### config.mk
export PLATFORM = sky130hd
export DESIGN_NAME = pipelined_bla_subtractor
export DESIGN_NICKNAME = d
export VERILOG_FILES = /design/src/rtl/pipelined_bla_subtractor.sv
export SDC_FILE = /design/constraint.sdc
export NUM_CORES = 1
export LEC_CHECK = 0
export ABC_CLOCK_PERIOD_IN_PS = 8570
export CORE_MARGIN = 2
export CORE_UTILIZATION = 56
export DETAILED_ROUTE_END_ITERATION = 8
export PLACE_DENSITY = 0.91
export SYNTH_ARGS = -nofsm -noshare
export SYNTH_HDL_FRONTEND = slang
export SYNTH_SLANG_ARGS = --single-unit
### constraint.sdc
create_clock -name clk -period 8.57 [get_ports clk]
set_input_delay 1.714 -clock clk [delete_from_list [all_inputs] [get_ports clk]]
set_output_delay 1.714 -clock clk [all_outputs]
set_load 0.01 [all_outputs]
### src/rtl/pipelined_bla_subtractor.sv
// Pipelined borrow-look-ahead subtractor: diff = a - b - bin, one WIDTH/STAGES slice per stage,
// with zero/negative/signed-overflow flags registered alongside the result.
module pipelined_bla_subtractor #(
    parameter int unsigned WIDTH  = 32,
    parameter int unsigned STAGES = 4
) (
    input  logic             clk,
    input  logic             reset,
    input  logic             in_valid,
    output logic             in_ready,
    input  logic [WIDTH-1:0] a,
    input  logic [WIDTH-1:0] b,
    input  logic             bin,
    output logic             out_valid,
    input  logic             out_ready,
    output logic [WIDTH-1:0] diff,
    output logic             bout,
    output logic             zero,
    output logic             neg,
    output logic             ovf
);
    localparam int unsigned SLICE = WIDTH / STAGES;

    // Returns {borrow_out, diff}. Every borrow is a flat sum of products, so no ripple chain.
    function automatic logic [SLICE:0] bla_slice(input logic [SLICE-1:0] a_s,
                                                 input logic [SLICE-1:0] b_s,
                                                 input logic             cin);
        logic [SLICE-1:0] g;
        logic [SLICE-1:0] p;
        logic [SLICE:0]   bor;
        logic             t;
        g = ~a_s & b_s;
        p = ~(a_s ^ b_s);
        for (int i = 0; i <= int'(SLICE); i++) begin
            t = cin;
            for (int m = 0; m < i; m++) t = t & p[m];
            bor[i] = t;
            for (int j = 0; j < i; j++) begin
                t = g[j];
                for (int m = j + 1; m < i; m++) t = t & p[m];
                bor[i] = bor[i] | t;
            end
        end
        return {bor[SLICE], a_s ^ b_s ^ bor[SLICE-1:0]};
    endfunction

    logic w_advance;

    assign w_advance = ~out_valid | out_ready;
    assign in_ready  = w_advance;

    for (genvar k = 0; k < STAGES; k++) begin : g_stage
        // Operand bits not yet consumed by earlier stages (the MSB always stays on top).
        localparam int unsigned SRCW = WIDTH - k * SLICE;

        logic [SRCW-1:0]  w_src_a;
        logic [SRCW-1:0]  w_src_b;
        logic [WIDTH-1:0] w_src_diff;
        logic [WIDTH-1:0] w_nxt_diff;
        logic             w_src_borrow;
        logic             w_src_zero;
        logic             w_src_valid;
        logic [SLICE:0]   w_res;

        logic             r_valid;
        logic             r_borrow;
        logic             r_zero;
        logic [WIDTH-1:0] r_diff;

        if (k == 0) begin : g_head
            assign w_src_a      = a;
            assign w_src_b      = b;
            assign w_src_diff   = '0;
            assign w_src_borrow = bin;
            assign w_src_zero   = 1'b1;
            assign w_src_valid  = in_valid;
        end else begin : g_body
            assign w_src_a      = g_stage[k-1].g_carry.r_a;
            assign w_src_b      = g_stage[k-1].g_carry.r_b;
            assign w_src_diff   = g_stage[k-1].r_diff;
            assign w_src_borrow = g_stage[k-1].r_borrow;
            assign w_src_zero   = g_stage[k-1].r_zero;
            assign w_src_valid  = g_stage[k-1].r_valid;
        end

        assign w_res = bla_slice(w_src_a[SLICE-1:0], w_src_b[SLICE-1:0], w_src_borrow);

        always_comb begin
            w_nxt_diff                   = w_src_diff;
            w_nxt_diff[k*SLICE +: SLICE] = w_res[SLICE-1:0];
        end

        always_ff @(posedge clk or posedge reset) begin
            if (reset) begin
                r_valid  <= 1'b0;
                r_borrow <= 1'b0;
                r_zero   <= 1'b0;
                r_diff   <= '0;
            end else if (w_advance) begin
                r_valid  <= w_src_valid;
                r_borrow <= w_res[SLICE];
                r_zero   <= w_src_zero & ~|w_res[SLICE-1:0];
                r_diff   <= w_nxt_diff;
            end
        end

        if (k < STAGES - 1) begin : g_carry
            logic [SRCW-SLICE-1:0] r_a;
            logic [SRCW-SLICE-1:0] r_b;

            always_ff @(posedge clk or posedge reset) begin
                if (reset) begin
                    r_a <= '0;
                    r_b <= '0;
                end else if (w_advance) begin
                    r_a <= w_src_a[SRCW-1:SLICE];
                    r_b <= w_src_b[SRCW-1:SLICE];
                end
            end
        end else begin : g_tail
            logic r_ovf;

            always_ff @(posedge clk or posedge reset) begin
                if (reset) begin
                    r_ovf <= 1'b0;
                end else if (w_advance) begin
                    r_ovf <= (w_src_a[SRCW-1] ^ w_src_b[SRCW-1]) &
                             (w_nxt_diff[WIDTH-1] ^ w_src_a[SRCW-1]);
                end
            end
        end
    end

    assign out_valid = g_stage[STAGES-1].r_valid;
    assign diff      = g_stage[STAGES-1].r_diff;
    assign bout      = g_stage[STAGES-1].r_borrow;
    assign zero      = g_stage[STAGES-1].r_zero;
    assign neg       = g_stage[STAGES-1].r_diff[WIDTH-1];
    assign ovf       = g_stage[STAGES-1].g_tail.r_ovf;

endmodule

==> results of run 1 <==
[per-stage QoR]
step / area [um^2] / utilization, % / total power, mW / setup slack (ps)
6_report: 10340 / 68.26 / 3.928 / 3025
5_1_grt: 10340 / 68.26 / 4.225 / 2900
4_1_cts: 10340 / 68.26 / 3.948 / 3024
3_5_place_dp: 9748 / 64.36 / 3.132 / 3038
3_3_place_gp: 9748 / 64.36 / 3.032 / 3025
2_1_floorplan: 8635 / - / 2.654 / 1714
[area by class of cell]
| cell class | instances | area, um^2 |
|---|---|---|
| tap | 188 | 235.2 |
| clock inverter | 12 | 143.9 |
| sequential | 189 | 4730 |
| fill | 1121 | 4807 |
| clock buffer | 20 | 446.7 |
| inverter | 40 | 162.7 |
| timing repair buffer | 111 | 1099 |
| multi-input combinational | 681 | 3522 |
[synthesized netlist by cell type, types with 2 or more instances]
library cell and number:
nand2_1 422, dfrtp_1 189, o21ai_0 44, inv_1 38, ha_1 36, a21oi_1 32, nor2_1 27, clkbuf_1 25
buf_2 20, xnor2_1 20, xor2_1 14, nor3_1 7, nand3_1 6, o21a_1 6, buf_1 5, nor4_1 5
a21o_1 4, a32o_1 4, and3_1 4, fa_1 4, nand2b_1 4, a31oi_1 3, buf_4 3, nand2_2 3
nand4_1 3, nor2b_1 3, o211ai_1 3, a21oi_2 2, a41o_1 2, inv_2 2, nand3b_1 2, o22a_1 2
[layer usage]
metal  vias up  track usage (%)  wire [um]
met1      3055            27.56       7533
met4         0            8.662        384
met3        34            4.007        499
met5         -                0          0
li1       3220                -          -
met2       140            36.02       8114
[power by group through the flow]
| stage | Sequential (mW) | Clock (mW) | Combinational, mW |
|---|---|---|---|
| 3_5_place_dp | 1.50 | 0 | 1.64 |
| 6_report | 1.48 | 0.792 | 1.65 |
| 3_3_place_gp | 1.47 | 0 | 1.56 |
| 5_1_grt | 1.53 | 0.838 | 1.86 |
| 4_1_cts | 1.48 | 0.802 | 1.66 |
| 2_1_floorplan | 1.48 | 0 | 1.17 |
[tightest hold or removal path: stages, from the launching register on]
cell and delay [ps]:
dfrtp_1 340, nand2_1 50, nand2_1 40
[cell usage in the layout (no fill, tap or decap), types with 4 or more instances in the layout]
master,count
nand2_1,422
dfrtp_1,189
clkdlybuf4s50_1,106
o21ai_0,44
inv_1,37
ha_1,36
a21oi_1,32
nor2_1,27
xnor2_1,20
clkbuf_16,17
xor2_1,14
nor3_1,7
o21a_1,6
nand3_1,6
clkinv_2,6
nor4_1,5
buf_4,5
and3_1,4
a21o_1,4
a32o_1,4
nand2b_1,4
fa_1,4
[cell families (layout without fill, tap and decap cells)]
group	count (synthesis)	after routing
compound gates	111	111
mux	1	1
simple gates	495	495
flops	189	189
fa+ha+maj	40	40
xor+xnor	34	34
buf+inv	94	183
[path summary, 6_finish.rpt]
| kind | start | to | depth (start not counted) |
|---|---|---|---|
| max in group asynchronous | reset | g_stage[0].g_carry.r_a[2] | 3 |
| worst max register to register | out_valid | g_stage[2].r_diff[21] | 7 |
| worst max-delay path | out_ready | in_ready | 5 |
| min in group asynchronous | reset | g_stage[2].g_carry.r_a[5] | 2 |
| worst min register to register | diff[20] | diff[20] | 2 |
| worst min-delay path | diff[20] | diff[20] | 2 |
[flip-flops by register name, indices dropped and copies added, names as in the netlist]
signal	flops
g_stage.r_borrow	3
out_valid	1
zero	1
diff	32
ovf	1
g_stage.g_carry.r_a	48
g_stage.r_diff	48
bout	1
g_stage.r_valid	3
g_stage.r_zero	3
g_stage.g_carry.r_b	48
==> run_results.csv, run 1 <==
group,metric,value,unit
run_status,outcome,"finished clean",
cts,cts_tree,"built",
synthesis,synth_seq_cells,189,
routing,drtIter0Drc,419,
die,chipWidth,128.2,um
timing,rsz0062_at_grt,"false",
cts,cts_hold_buffers,0,
routing,route.detailed.drc,0,
pwr,sw_frac_of_total,37.25,%
die,die_area,16430,um^2
cells_and_area,syn_to_final_growth,19.74,%
cells_and_area,nets,1149,
cts,clk_latency,430,ps
routing,routed_wl,16.53,mm
cts,root_buffer,"clkbuf_16",
hold_path,hold_class,"flop to flop",
routing,via_per_inst,5.197,
synthesis,synth_nets,1073,
placed_design,dpl.hpwl,10.87,mm
pwr,clkPwrFrac,20.2,%
pwr,pwr-share-comb,42.1,%
die,io_pins,107,
setup_path,crit_slowest_cell,"buf_4",
timing,worstMarginPinSlew,873.8,ps
synthesis,yosysTopAreaCell,"dfrtp_1",
pwr,power.leakage,5.161,nW
timing,drv_slew,0,
placed_design,place_inst,1209,
routing,via_count,6449,
synthesis,synthAdderAreaFrac,6.144,%
setup_path,worst_ep_required_time,6860,ps
timing,fin_skew,5.511,ps
synthesis,async_reset_ff_share,100.0,%
synthesis,yosysSeqAreaShare,54.77,%
pwr,ir_drop,0.2079,mV
pwr,p_per_area,380.0,nW/um^2
cells_and_area,stdcell_count,1241,
synthesis,yosysWarnings,0,
global_routing,grt_pass1_vias,6272,
cts,cts_buffers,17,
pwr,p_switching,1.463,mW
synthesis,synth_top_family_by_area,"simple AND/OR/NAND/NOR gates",
setup_path,end_kind,"output pin",
run,max_cap_viol_count,0,
timing,finalHoldViolations,0,
cts,cts_setup_buffers,0,
synthesis,synth_area,8635,um^2
setup_path,critPathMaxFanout,86,
die,row_count,45,
timing,timing.fmax,180.4,MHz
global_routing,antenna_found_initial,0,
synthesis,ys_dominant_reg_cell,"dfrtp_1",
routing,routedWlPerCell,13.32,um
global_routing,grt_max_degree,124,
setup_path,reg2reg_slack,5460,ps
synthesis,ys_top_cells_by_area,"dfrtp_1, nand2_1, ha_1",
timing,whs,462.9,ps
synthesis,synth_cell_types,52,
timing,min_period_over_period,64.70,%
timing,setup_viol,0,
cells_and_area,antenna-diode-count,0,
cts,clk_path_buf_depth,2,
timing,tns,0,ps
timing,fin_crit,5545,ps
setup_path,crit_family,"buffers and inverters",
synthesis,synth_compound_area_share,7.999,%
synthesis,synth_edf_count,0,
placed_design,numPortBuffers,106,
placed_design,gp_congestion,0.7953,
cts,h-tree-depth,4,
die,coreArea,15150,um^2
timing,max-slew-margin-rel,41.75,%
routing,ant_nets,0,
setup_path,crit_arrival,3830,ps
setup_path,path_class,"input pin to output pin",
synthesis,synth.avg_cell_area,8.957,um^2
cts,cts.clk_slew.worst_paths,60,ps
cells_and_area,drive_gt1_share,4.938,%
global_routing,grt_pass1_wl,28.20,mm
synthesis,synth_top_area_share,54.77,%
synthesis,synthesis.instances,964,
global_routing,grt_overflow_total,0,
cts,clkSinkCount,189,
die,die_height,128.2,um
setup_path,cpPeakStageDelay,650,ps
setup_path,path_cells,"clkdlybuf4s50_1 -> nor2b_4 -> buf_4 -> inv_6 -> clkdlybuf4s50_1",
setup_path,cpMostUsedCell,"clkdlybuf4s50_1",
synthesis,synthSimpleGateAreaFrac,22.98,%
global_routing,track_usage,21.41,%
pwr,internal_power,2.465,mW
cts,cts-resized-gates,0,
die,initial_core_util,57.01,%
routing,firstDrtPassIters,5,
synthesis,synth-xor-area-share,3.449,%
pwr,sequentialPowerShare,37.7,%
setup_path,worstPathBufferInverterCount,4,
setup_path,critPathLaunchType,"input pin",
synthesis,synthMuxAreaShare,0.1304,%
Note: power is estimated with default switching activity, not from simulation.
==> run 2, diff against run 1 <==
--- a/config.mk
+++ b/config.mk
@@ -5,11 +5,11 @@
 export SDC_FILE = /design/constraint.sdc
 export NUM_CORES = 1
 export LEC_CHECK = 0
-export ABC_CLOCK_PERIOD_IN_PS = 8570
+export ABC_CLOCK_PERIOD_IN_PS = 4600
 export CORE_MARGIN = 2
-export CORE_UTILIZATION = 56
+export CORE_UTILIZATION = 50
 export DETAILED_ROUTE_END_ITERATION = 8
-export PLACE_DENSITY = 0.91
+export PLACE_DENSITY = 0.87
 export SYNTH_ARGS = -nofsm -noshare
 export SYNTH_HDL_FRONTEND = slang
 export SYNTH_SLANG_ARGS = --single-unit
==> constraint.sdc (replaced) <==
create_clock -name clk -period 4.6 [get_ports clk]
set_input_delay 0.92 -clock clk [delete_from_list [all_inputs] [get_ports clk]]
set_output_delay 0.92 -clock clk [all_outputs]
set_load 0.01 [all_outputs]
==> run_results.csv, run 2 (synthesis results as in run 1) <==
group,metric,value,unit
run_status,outcome,"finished clean",
timing,fin_crit,3251,ps
global_routing,use_met3,4.115,%
cts,clk_path_buf_depth,2,
setup_path,cpMostUsedCell,"clkdlybuf4s50_1",
cts,cts-resized-gates,0,
cts,clk_latency,430,ps
routing,routedWlPerCell,13.09,um
cells_and_area,antenna-diode-count,0,
timing,fin_skew,8.489,ps
setup_path,worst_ep_required_time,3680,ps
placed_design,preCtsSetupSlack,1107,ps
timing,rsz0062_at_grt,"false",
placed_design,dpl.hpwl,11.20,mm
pwr,p_switching,2.736,mW
cts,clkSinkCount,189,
routing,route.detailed.drc,0,
setup_path,critPathLaunchType,"input pin",
cts,cts_setup_buffers,0,
pwr,internal_power,4.616,mW
cts,root_buffer,"clkbuf_16",
placed_design,gp_congestion,0.8103,
cts,cts_tree,"built",
die,die_height,135.4,um
setup_path,worstPathBufferInverterCount,3,
cts,h-tree-depth,4,
global_routing,grt_overflow_total,0,
pwr,power.leakage,5.176,nW
setup_path,path_cells,"clkdlybuf4s50_1 -> nor2b_4 -> inv_6 -> clkdlybuf4s50_1",
routing,ant_nets,0,
pwr,clkPwrFrac,20.6,%
cells_and_area,final_common_cell,"nand2_1",
global_routing,busiest_layer,"met2",
cts,cts.clk_slew.worst_paths,70,ps
hold_path,hold_class,"flop to flop",
die,io_pins,107,
setup_path,crit_slowest_cell,"clkdlybuf4s50_1",
routing,drtIter0Drc,417,
timing,timing.fmax,307.6,MHz
cells_and_area,final_area,10440,um^2
die,row_count,48,
timing,setup_viol,0,
routing,via_per_inst,5.038,
routing,firstDrtPassIters,5,
global_routing,antenna_found_initial,0,
cells_and_area,stdcell_count,1279,
setup_path,cpPeakStageDelay,600,ps
routing,routed_wl,16.74,mm
placed_design,placed_cell_area,9823,um^2
global_routing,track_usage,19.41,%
timing,max-slew-margin-rel,39.47,%
setup_path,end_kind,"output pin",
placed_design,place_inst,1247,
run,max_cap_viol_count,0,
pwr,sequentialPowerShare,37.5,%
pwr,sw_frac_of_total,37.22,%
routing,via_count,6444,
global_routing,met1_usage,25.80,%
cts,cts_buffers,17,
pwr,p_per_area,704.3,nW/um^2
timing,fin_ws,1349,ps
cells_and_area,drive_gt1_share,5.218,%
global_routing,grt_pass1_wl,28.42,mm
timing,tns,0,ps
global_routing,grt_pass1_vias,6202,
cells_and_area,nets,1150,
setup_path,worstRegToRegCells,5,
setup_path,crit_family,"buffers and inverters",
cells_and_area,final_cell_mix,"nand2_1, dfrtp_1, clkdlybuf4s50_1, o21ai_0, inv_1",
die,chipWidth,135.4,um
timing,finalHoldViolations,0,
timing,worstMarginPinSlew,908.0,ps
die,initial_core_util,50.45,%
pwr,ir_drop,0.3302,mV
setup_path,crit_arrival,2330,ps
setup_path,path_class,"input pin to output pin",
hold_path,hold_depth,1,
cells_and_area,reg_top3,"g_stage.g_carry.r_a: 48 flops, g_stage.g_carry.r_b: 48 flops, g_stage.r_diff: 48 flops",
global_routing,use_met2,31.67,%
setup_path,critPathMaxFanout,39,
timing,whs,462.1,ps
setup_path,path_depth,4,
cells_and_area,syn_to_final_growth,20.90,%
timing,drv_slew,0,
die,coreArea,17120,um^2
cts,cts_hold_buffers,0,
global_routing,grt_max_degree,101,
pwr,pwr-share-comb,41.8,%
placed_design,numPortBuffers,106,
timing,min_period_over_period,70.67,%
die,die_area,18340,um^2
## run 2: changes by cell type in the layout (fill, tap and decap cells not counted)
cell        delta
inv_8          -1
inv_6          +1
clkbuf_8       +1
clkinvlp_4     +2
clkinv_4       +2
clkbuf_1       -2
buf_12         +2
buf_4          -1
clkinv_2       -3
## run 2: layout make-up
class                           instances  area, um^2
Multi-Input combinational cell        681        3522
Fill cell                            1436        6678
Clock buffer                           19       452.9
Clock inverter                         13       162.7
Inverter                               40       158.9
Timing Repair Buffer                  112        1131
Sequential cell                       189        4730
Tap cell                              225       281.5
## run 2: per-stage QoR
stage / util, % / power (mW)
after global routing: 60.99 / 7.948
final: 60.99 / 7.352
after CTS: 60.99 / 7.411
after detailed placement: 57.39 / 5.849
after global placement: 57.39 / 5.681
after floorplan: - / 4.945
## run 2: path summary, 6_finish.rpt
| path | from | to | slack [ps] |
|---|---|---|---|
| max | out_ready | in_ready | 1350 |
| min | g_stage[2].r_valid | out_valid | 460 |
| max reg2reg | out_valid | g_stage[0].r_zero | 2100 |
| min reg2reg | g_stage[2].r_valid | out_valid | 460 |
| max in group asynchronous | reset | g_stage[2].g_carry.r_a[5] | 2860 |
| min in group asynchronous | reset | g_stage[1].r_diff[4] | 910 |
## run 2: power groups by stage
stage               registers, mW  clock network (mW)  logic (mW)
global route                 2.85                1.62        3.48
finish                       2.76                1.52        3.08
CTS                          2.76                1.55        3.10
global placement             2.75                   0        2.93
floorplan                    2.76                   0        2.19
detailed placement           2.78                   0        3.07
## run 2: metal layers
metal  part of all wire, %  vias to the layer above
met4                   2.1                        0
met5                     0                        -
met1                    45                     3050
met3                   4.1                       29
li1                      -                     3225
met2                    48                      140
